<file path="src/rtl/rom_pkg.sv">
// Shared definitions for the 32Kx8 parallel ROM and its clients.
// Holds ROM geometry and the read-master FSM state encoding.
package rom_pkg;

   localparam int ROM_ADDR_W = 15;
   localparam int ROM_DATA_W = 8;
   localparam int ROM_DEPTH  = 32768;

   typedef enum logic [1:0] {
      ST_IDLE,
      ST_ACCESS,
      ST_PRESENT,
      ST_DONE
   } rom_state_e;

endpackage

</file>
<file path="src/rtl/rom_stream_reader_if.sv">
// ROM pin bus plus downstream byte stream of the ROM read master.
// master: drives rom_addr/rom_oen/m_data/m_valid, reads rom_data/m_ready.
interface rom_stream_reader_if
   import rom_pkg::*;
#(
   parameter int ADDR_W = ROM_ADDR_W,
   parameter int DATA_W = ROM_DATA_W
);

   logic [ADDR_W-1:0] rom_addr;
   logic              rom_oen;
   logic [DATA_W-1:0] rom_data;
   logic [DATA_W-1:0] m_data;
   logic              m_valid;
   logic              m_ready;

   modport master (
      output rom_addr, rom_oen, m_data, m_valid,
      input  rom_data, m_ready
   );

   modport slave (
      input  rom_addr, rom_oen, m_data, m_valid,
      output rom_data, m_ready
   );

endinterface

</file>
<file path="src/rtl/rom_stream_reader.sv">
// Reads length bytes from the parallel ROM starting at start_addr and
// streams them out. Ports: clk, rstn, start/start_addr/length, busy, done, bus.
module rom_stream_reader
   import rom_pkg::*;
#(
   parameter int ADDR_W      = ROM_ADDR_W,
   parameter int DATA_W      = ROM_DATA_W,
   parameter int WAIT_CYCLES = 2
) (
   input  logic                clk,
   input  logic                rstn,
   input  logic                start,
   input  logic [ADDR_W-1:0]   start_addr,
   input  logic [ADDR_W:0]     length,
   output logic                busy,
   output logic                done,
   rom_stream_reader_if.master bus
);

   localparam int WW = (WAIT_CYCLES > 1) ? $clog2(WAIT_CYCLES) : 1;
   localparam logic [WW-1:0]   WLAST   = WW'(WAIT_CYCLES - 1);
   localparam logic [ADDR_W:0] REM_ONE = (ADDR_W+1)'(1);

   rom_state_e        state_q, state_d;
   logic [ADDR_W-1:0] addr_q, addr_d;
   logic [ADDR_W:0]   rem_q, rem_d;
   logic [WW-1:0]     wait_q, wait_d;
   logic              busy_q, busy_d;
   logic              done_q, done_d;
   logic              oen_q, oen_d;
   logic [DATA_W-1:0] data_q, data_d;
   logic              valid_q, valid_d;

   always_comb begin
      state_d = state_q;
      addr_d  = addr_q;
      rem_d   = rem_q;
      wait_d  = wait_q;
      busy_d  = busy_q;
      done_d  = 1'b0;
      oen_d   = 1'b1;
      data_d  = data_q;
      valid_d = 1'b0;
      unique case (state_q)
         ST_IDLE: begin
            if (start) begin
               if (length != '0) begin
                  state_d = ST_ACCESS;
                  addr_d  = start_addr;
                  rem_d   = length;
                  wait_d  = '0;
                  busy_d  = 1'b1;
                  oen_d   = 1'b0;
               end else begin
                  state_d = ST_DONE;
                  done_d  = 1'b1;
                  busy_d  = 1'b0;
               end
            end
         end
         ST_ACCESS: begin
            oen_d = 1'b0;
            // last wait cycle: capture bus and release the ROM
            if (wait_q == WLAST) begin
               data_d  = bus.rom_data;
               oen_d   = 1'b1;
               valid_d = 1'b1;
               state_d = ST_PRESENT;
            end else begin
               wait_d = wait_q + WW'(1);
            end
         end
         ST_PRESENT: begin
            valid_d = 1'b1;
            if (bus.m_ready) begin
               valid_d = 1'b0;
               // address wraps naturally at the ROM top
               addr_d  = addr_q + ADDR_W'(1);
               rem_d   = rem_q - REM_ONE;
               if (rem_q == REM_ONE) begin
                  state_d = ST_DONE;
                  done_d  = 1'b1;
                  busy_d  = 1'b0;
               end else begin
                  state_d = ST_ACCESS;
                  oen_d   = 1'b0;
                  wait_d  = '0;
               end
            end
         end
         ST_DONE: begin
            state_d = ST_IDLE;
         end
         default: begin
            state_d = ST_IDLE;
         end
      endcase
   end

   always_ff @(posedge clk) begin
      if (!rstn) begin
         state_q <= ST_IDLE;
         addr_q  <= '0;
         rem_q   <= '0;
         wait_q  <= '0;
         busy_q  <= 1'b0;
         done_q  <= 1'b0;
         oen_q   <= 1'b1;
         data_q  <= '0;
         valid_q <= 1'b0;
      end else begin
         state_q <= state_d;
         addr_q  <= addr_d;
         rem_q   <= rem_d;
         wait_q  <= wait_d;
         busy_q  <= busy_d;
         done_q  <= done_d;
         oen_q   <= oen_d;
         data_q  <= data_d;
         valid_q <= valid_d;
      end
   end

   assign busy        = busy_q;
   assign done        = done_q;
   assign bus.rom_addr = addr_q;
   assign bus.rom_oen  = oen_q;
   assign bus.m_data   = data_q;
   assign bus.m_valid  = valid_q;

endmodule

</file>
<file path="src/flat_wrapper.sv">
// flat-port wrapper written by rule: the top's interface ports become plain ports
module rom_stream_reader_flat import rom_pkg::*;
#(
   parameter int ADDR_W      = ROM_ADDR_W,
   parameter int DATA_W      = ROM_DATA_W,
   parameter int WAIT_CYCLES = 2
)
  (clk, rstn, start, start_addr, length, busy, done, bus_rom_addr, bus_rom_oen, bus_m_data, bus_m_valid, bus_rom_data, bus_m_ready);
  rom_stream_reader_if #(.ADDR_W(ADDR_W), .DATA_W(DATA_W)) bus_i ();
  input  logic clk;
  input  logic rstn;
  input  logic start;
  input  logic [ADDR_W-1:0] start_addr;
  input  logic [ADDR_W:0] length;
  output logic busy;
  output logic done;
  output wire logic [$bits(bus_i.rom_addr)-1:0] bus_rom_addr;
  output wire logic [$bits(bus_i.rom_oen)-1:0] bus_rom_oen;
  output wire logic [$bits(bus_i.m_data)-1:0] bus_m_data;
  output wire logic [$bits(bus_i.m_valid)-1:0] bus_m_valid;
  input wire logic [$bits(bus_i.rom_data)-1:0] bus_rom_data;
  input wire logic [$bits(bus_i.m_ready)-1:0] bus_m_ready;
  assign bus_rom_addr = bus_i.rom_addr;
  assign bus_rom_oen = bus_i.rom_oen;
  assign bus_m_data = bus_i.m_data;
  assign bus_m_valid = bus_i.m_valid;
  assign bus_i.rom_data = bus_rom_data;
  assign bus_i.m_ready = bus_m_ready;
  rom_stream_reader #(.ADDR_W(ADDR_W), .DATA_W(DATA_W), .WAIT_CYCLES(WAIT_CYCLES)) u_core (.clk(clk), .rstn(rstn), .start(start), .start_addr(start_addr), .length(length), .busy(busy), .done(done), .bus(bus_i));
endmodule
</file>
<file path="config.mk">
export PLATFORM = sky130hd
export DESIGN_NAME = rom_stream_reader_flat
export DESIGN_NICKNAME = d
export VERILOG_FILES = /design/src/rtl/rom_pkg.sv /design/src/rtl/rom_stream_reader_if.sv /design/src/rtl/rom_stream_reader.sv /design/src/flat_wrapper.sv
export SDC_FILE = /design/constraint.sdc
export NUM_CORES = 1
export LEC_CHECK = 0
export CELL_PAD_IN_SITES_DETAIL_PLACEMENT = 1
export CELL_PAD_IN_SITES_GLOBAL_PLACEMENT = 2
export CORE_MARGIN = 10
export CORE_UTILIZATION = 29
export CTS_CLUSTER_SIZE = 20
export DETAILED_ROUTE_END_ITERATION = 10
export PLACE_DENSITY_LB_ADDON = 0.1
export REMOVE_ABC_BUFFERS = 1
export SETUP_SLACK_MARGIN = 0.3
export SLEW_MARGIN = 20
export SYNTH_ARGS = -nofsm -noshare
export SYNTH_HDL_FRONTEND = slang
export SYNTH_SLANG_ARGS = --single-unit
</file>
<file path="constraint.sdc">
create_clock -name clk -period 3.5 [get_ports clk]
set_input_delay 0.875 -clock clk [delete_from_list [all_inputs] [get_ports clk]]
set_output_delay 0.875 -clock clk [all_outputs]
set_load 0.005 [all_outputs]
</file>
==> run metrics <==
Max Freq 359 MHz; syn avg cell area 7.50 sq um; Die Y between 100 and 150 um; share of the synthesized area in the top cell type 34.5%; drt pass-1 iters 4; max_cap viols 0; routed length per instance 17.8 um; Final HPWL DP 6480 um; maximum VDD drop 0.376 mV; placed insts 514; unrepaired setup endpoints after global routing no; post_cts resized 0; CTS clock-pin slew for the worst setup and hold paths around 100 ps; Final Setup Violations 0; combinational share of power 55.4%; fin crit share roughly four fifths; Row Count 34; Cell Int Power 1.65 mW; Hold Path Stages 2; post-synthesis cell area between 0.002 and 0.003 sq mm; vias 2830; Crit Reg-Reg Endpoint u_core.bus.rom_addr[13]; crit path kind input pin to flop; cts hold-fix bufs 0; number of synthesized flops with an enable pin 0; Max-slew headroom 56.1%; setup TNS 0 ps; # DRC 0; routed wire length about 9000 um; Die Width 116 um; total CTS buffers 5; Syn Inst Count 356; Final Hold Viols 0; Tmin final approximately 2800 ps; register area share after synthesis 34.5%; type of origin of the critical path input pin; latest clock arrival within the worst-skew pair 310 ps; Crit path arrival time between 2000 and 3000 ps; pre-CTS setup slack 412 ps; setup bufs post-CTS 0; static leakage approximately 1.3 nW; Core Region 0.00885 sq mm; hold crit path type flop to flop; Critical Path Fanout Max 34; fin util 40.3%; yosys warns 0; initial core utilization 30.2%; Clock Root Buffer clkbuf_8; Slew Limit Fails 0; Non-Filler Instances 522; first-pass GRT wire length 15300 um; asr flop ratio synth 0%; routability cong. 0.753; Clk pwr share 13.9%; via/cell ratio 5.42; CP endpoint kind flop; Netlist cell types 52; fin nets 464; share of cells above drive strength 1 6.04%; worst slew pin tran 659 ps; post-synthesis register bit count 46; WP data required 3700 ps; area grow syn2layout 33.7%; synth top area cells dfxtp_1 34%, nand2_1 9.3%, a21oi_1 8.1%; IO buf count 69; Total GRT Usage 13.9%; hold_sp u_core.bus.m_data[5]; Hold Path Sink u_core.bus.m_data[5]; die area 0.0134 sq mm; DRT iter0 DRCs 110; Sink Count 46; largest net degree at the start of global routing 37; hold_ws 461 ps; ANT cells 0; sequential power share 30.7%; reg2reg start u_core.state_q[0]; antenna violations before repair 0; vias in the first global route just under 3000; top post-synthesis cells by count 66 x nand2_1, 46 x dfxtp_1, 43 x a21oi_1; reg2reg path depth 7; Net Sw Frac 45.2%; ANT nets after route 0; Sw Pwr 1.37 mW; CTS tree built; GR Overflow Total 0; placed instance area 0.00346 sq mm; Pwr Density 846 mW/mm^2; H-tree depth 2; CTS Buffer Depth 2; clock skew 13.0 ps; post-route cell area around 0.0036 sq mm; setup slack after layout 715 ps; Ports 70; Pwr Total slightly above 3 mW; status complete, no violations; largest area contributor in the netlist dfxtp_1; top-count cell post-synth nand2_1; Synth Flop Type dfxtp_1; internal reg-to-reg setup slack between 800 and 900 ps
==> routing by layer <==
layer | GRT usage [%] | vias up | routed length, um
li1 | - | 1402 | -
met4 | 3.00 | 0 | 67
met1 | 18.7 | 1380 | 4590
met5 | 0 | - | 0
met3 | 2.22 | 8 | 273
met2 | 22.9 | 40 | 4350
==> final cells by class <==
type	count	area (sq um)
inverter	10	37.5
fill	1076	5280
multi-input combinational	274	1610
tap	108	135
clock inverter	3	43.8
sequential	46	921
clock buffer	5	68.8
timing repair buffer	76	756
==> cell families (layout without fill, tap and decap cells) <==
group | after synthesis | count (layout) | share of synthesized area, %
fa+ha+maj | 8 | 8 | 3.75
compound gates | 109 | 109 | 25.8
flops | 46 | 46 | 34.5
buf+inv | 36 | 94 | 5.39
mux | 3 | 3 | 1.12
simple gates | 154 | 154 | 29.4
==> worst max-delay path: stages <==
cell,delay [ps]
clkdlybuf4s50_1,430
nor4_1,480
nand4_1,340
o21ai_2,290
buf_12,230
a21oi_1,60
o221a_2,280
==> cell usage in the layout, fill, tap and decap left out, drive strengths merged, types with 7 or more instances in the layout <==
cell type	n
nor2	11
clkdlybuf4s50	69
nor2b	9
inv	10
nand2	66
nor4	9
ha	8
o32ai	10
buf	7
nor3	13
nand3	12
dfxtp	46
o21ai	22
a21oi	43
==> registers in the layout (all words and copies together), names as in the netlist <==
signal,flops
u_core.rem_q,16
u_core.bus.rom_addr,15
u_core.bus.m_data,8
u_core.state_q,2
u_core.bus.m_valid,1
u_core.bus.rom_oen,1
u_core.busy,1
u_core.done,1
u_core.wait_q,1
==> how the worst max path moves through the flow <==
| stage | start | depth (start not counted) | endpoint | slack, ps |
|---|---|---|---|---|
| floorplan | u_core.state_q[0] | 7 | u_core.busy | -40 |
| global route | u_core.state_q[0] | 7 | u_core.bus.rom_addr[13] | 550 |
| detailed placement | length[1] | 7 | u_core.bus.rom_addr[0] | 410 |
| finish | length[1] | 7 | u_core.bus.rom_addr[0] | 720 |
| CTS | length[1] | 7 | u_core.bus.rom_addr[0] | 740 |
| global placement | length[1] | 7 | u_core.bus.rom_addr[0] | 420 |
==> power by group through the flow <==
stage / clock (mW) / sequential (mW) / combinational, mW
floorplan: 0 / 0.886 / 1.02
global placement: 0 / 0.935 / 1.66
detailed placement: 0 / 0.941 / 1.68
CTS: 0.432 / 0.931 / 1.69
global route: 0.454 / 0.966 / 1.89
finish: 0.420 / 0.928 / 1.67
No activity file was read; power rests on OpenSTA's default activity.
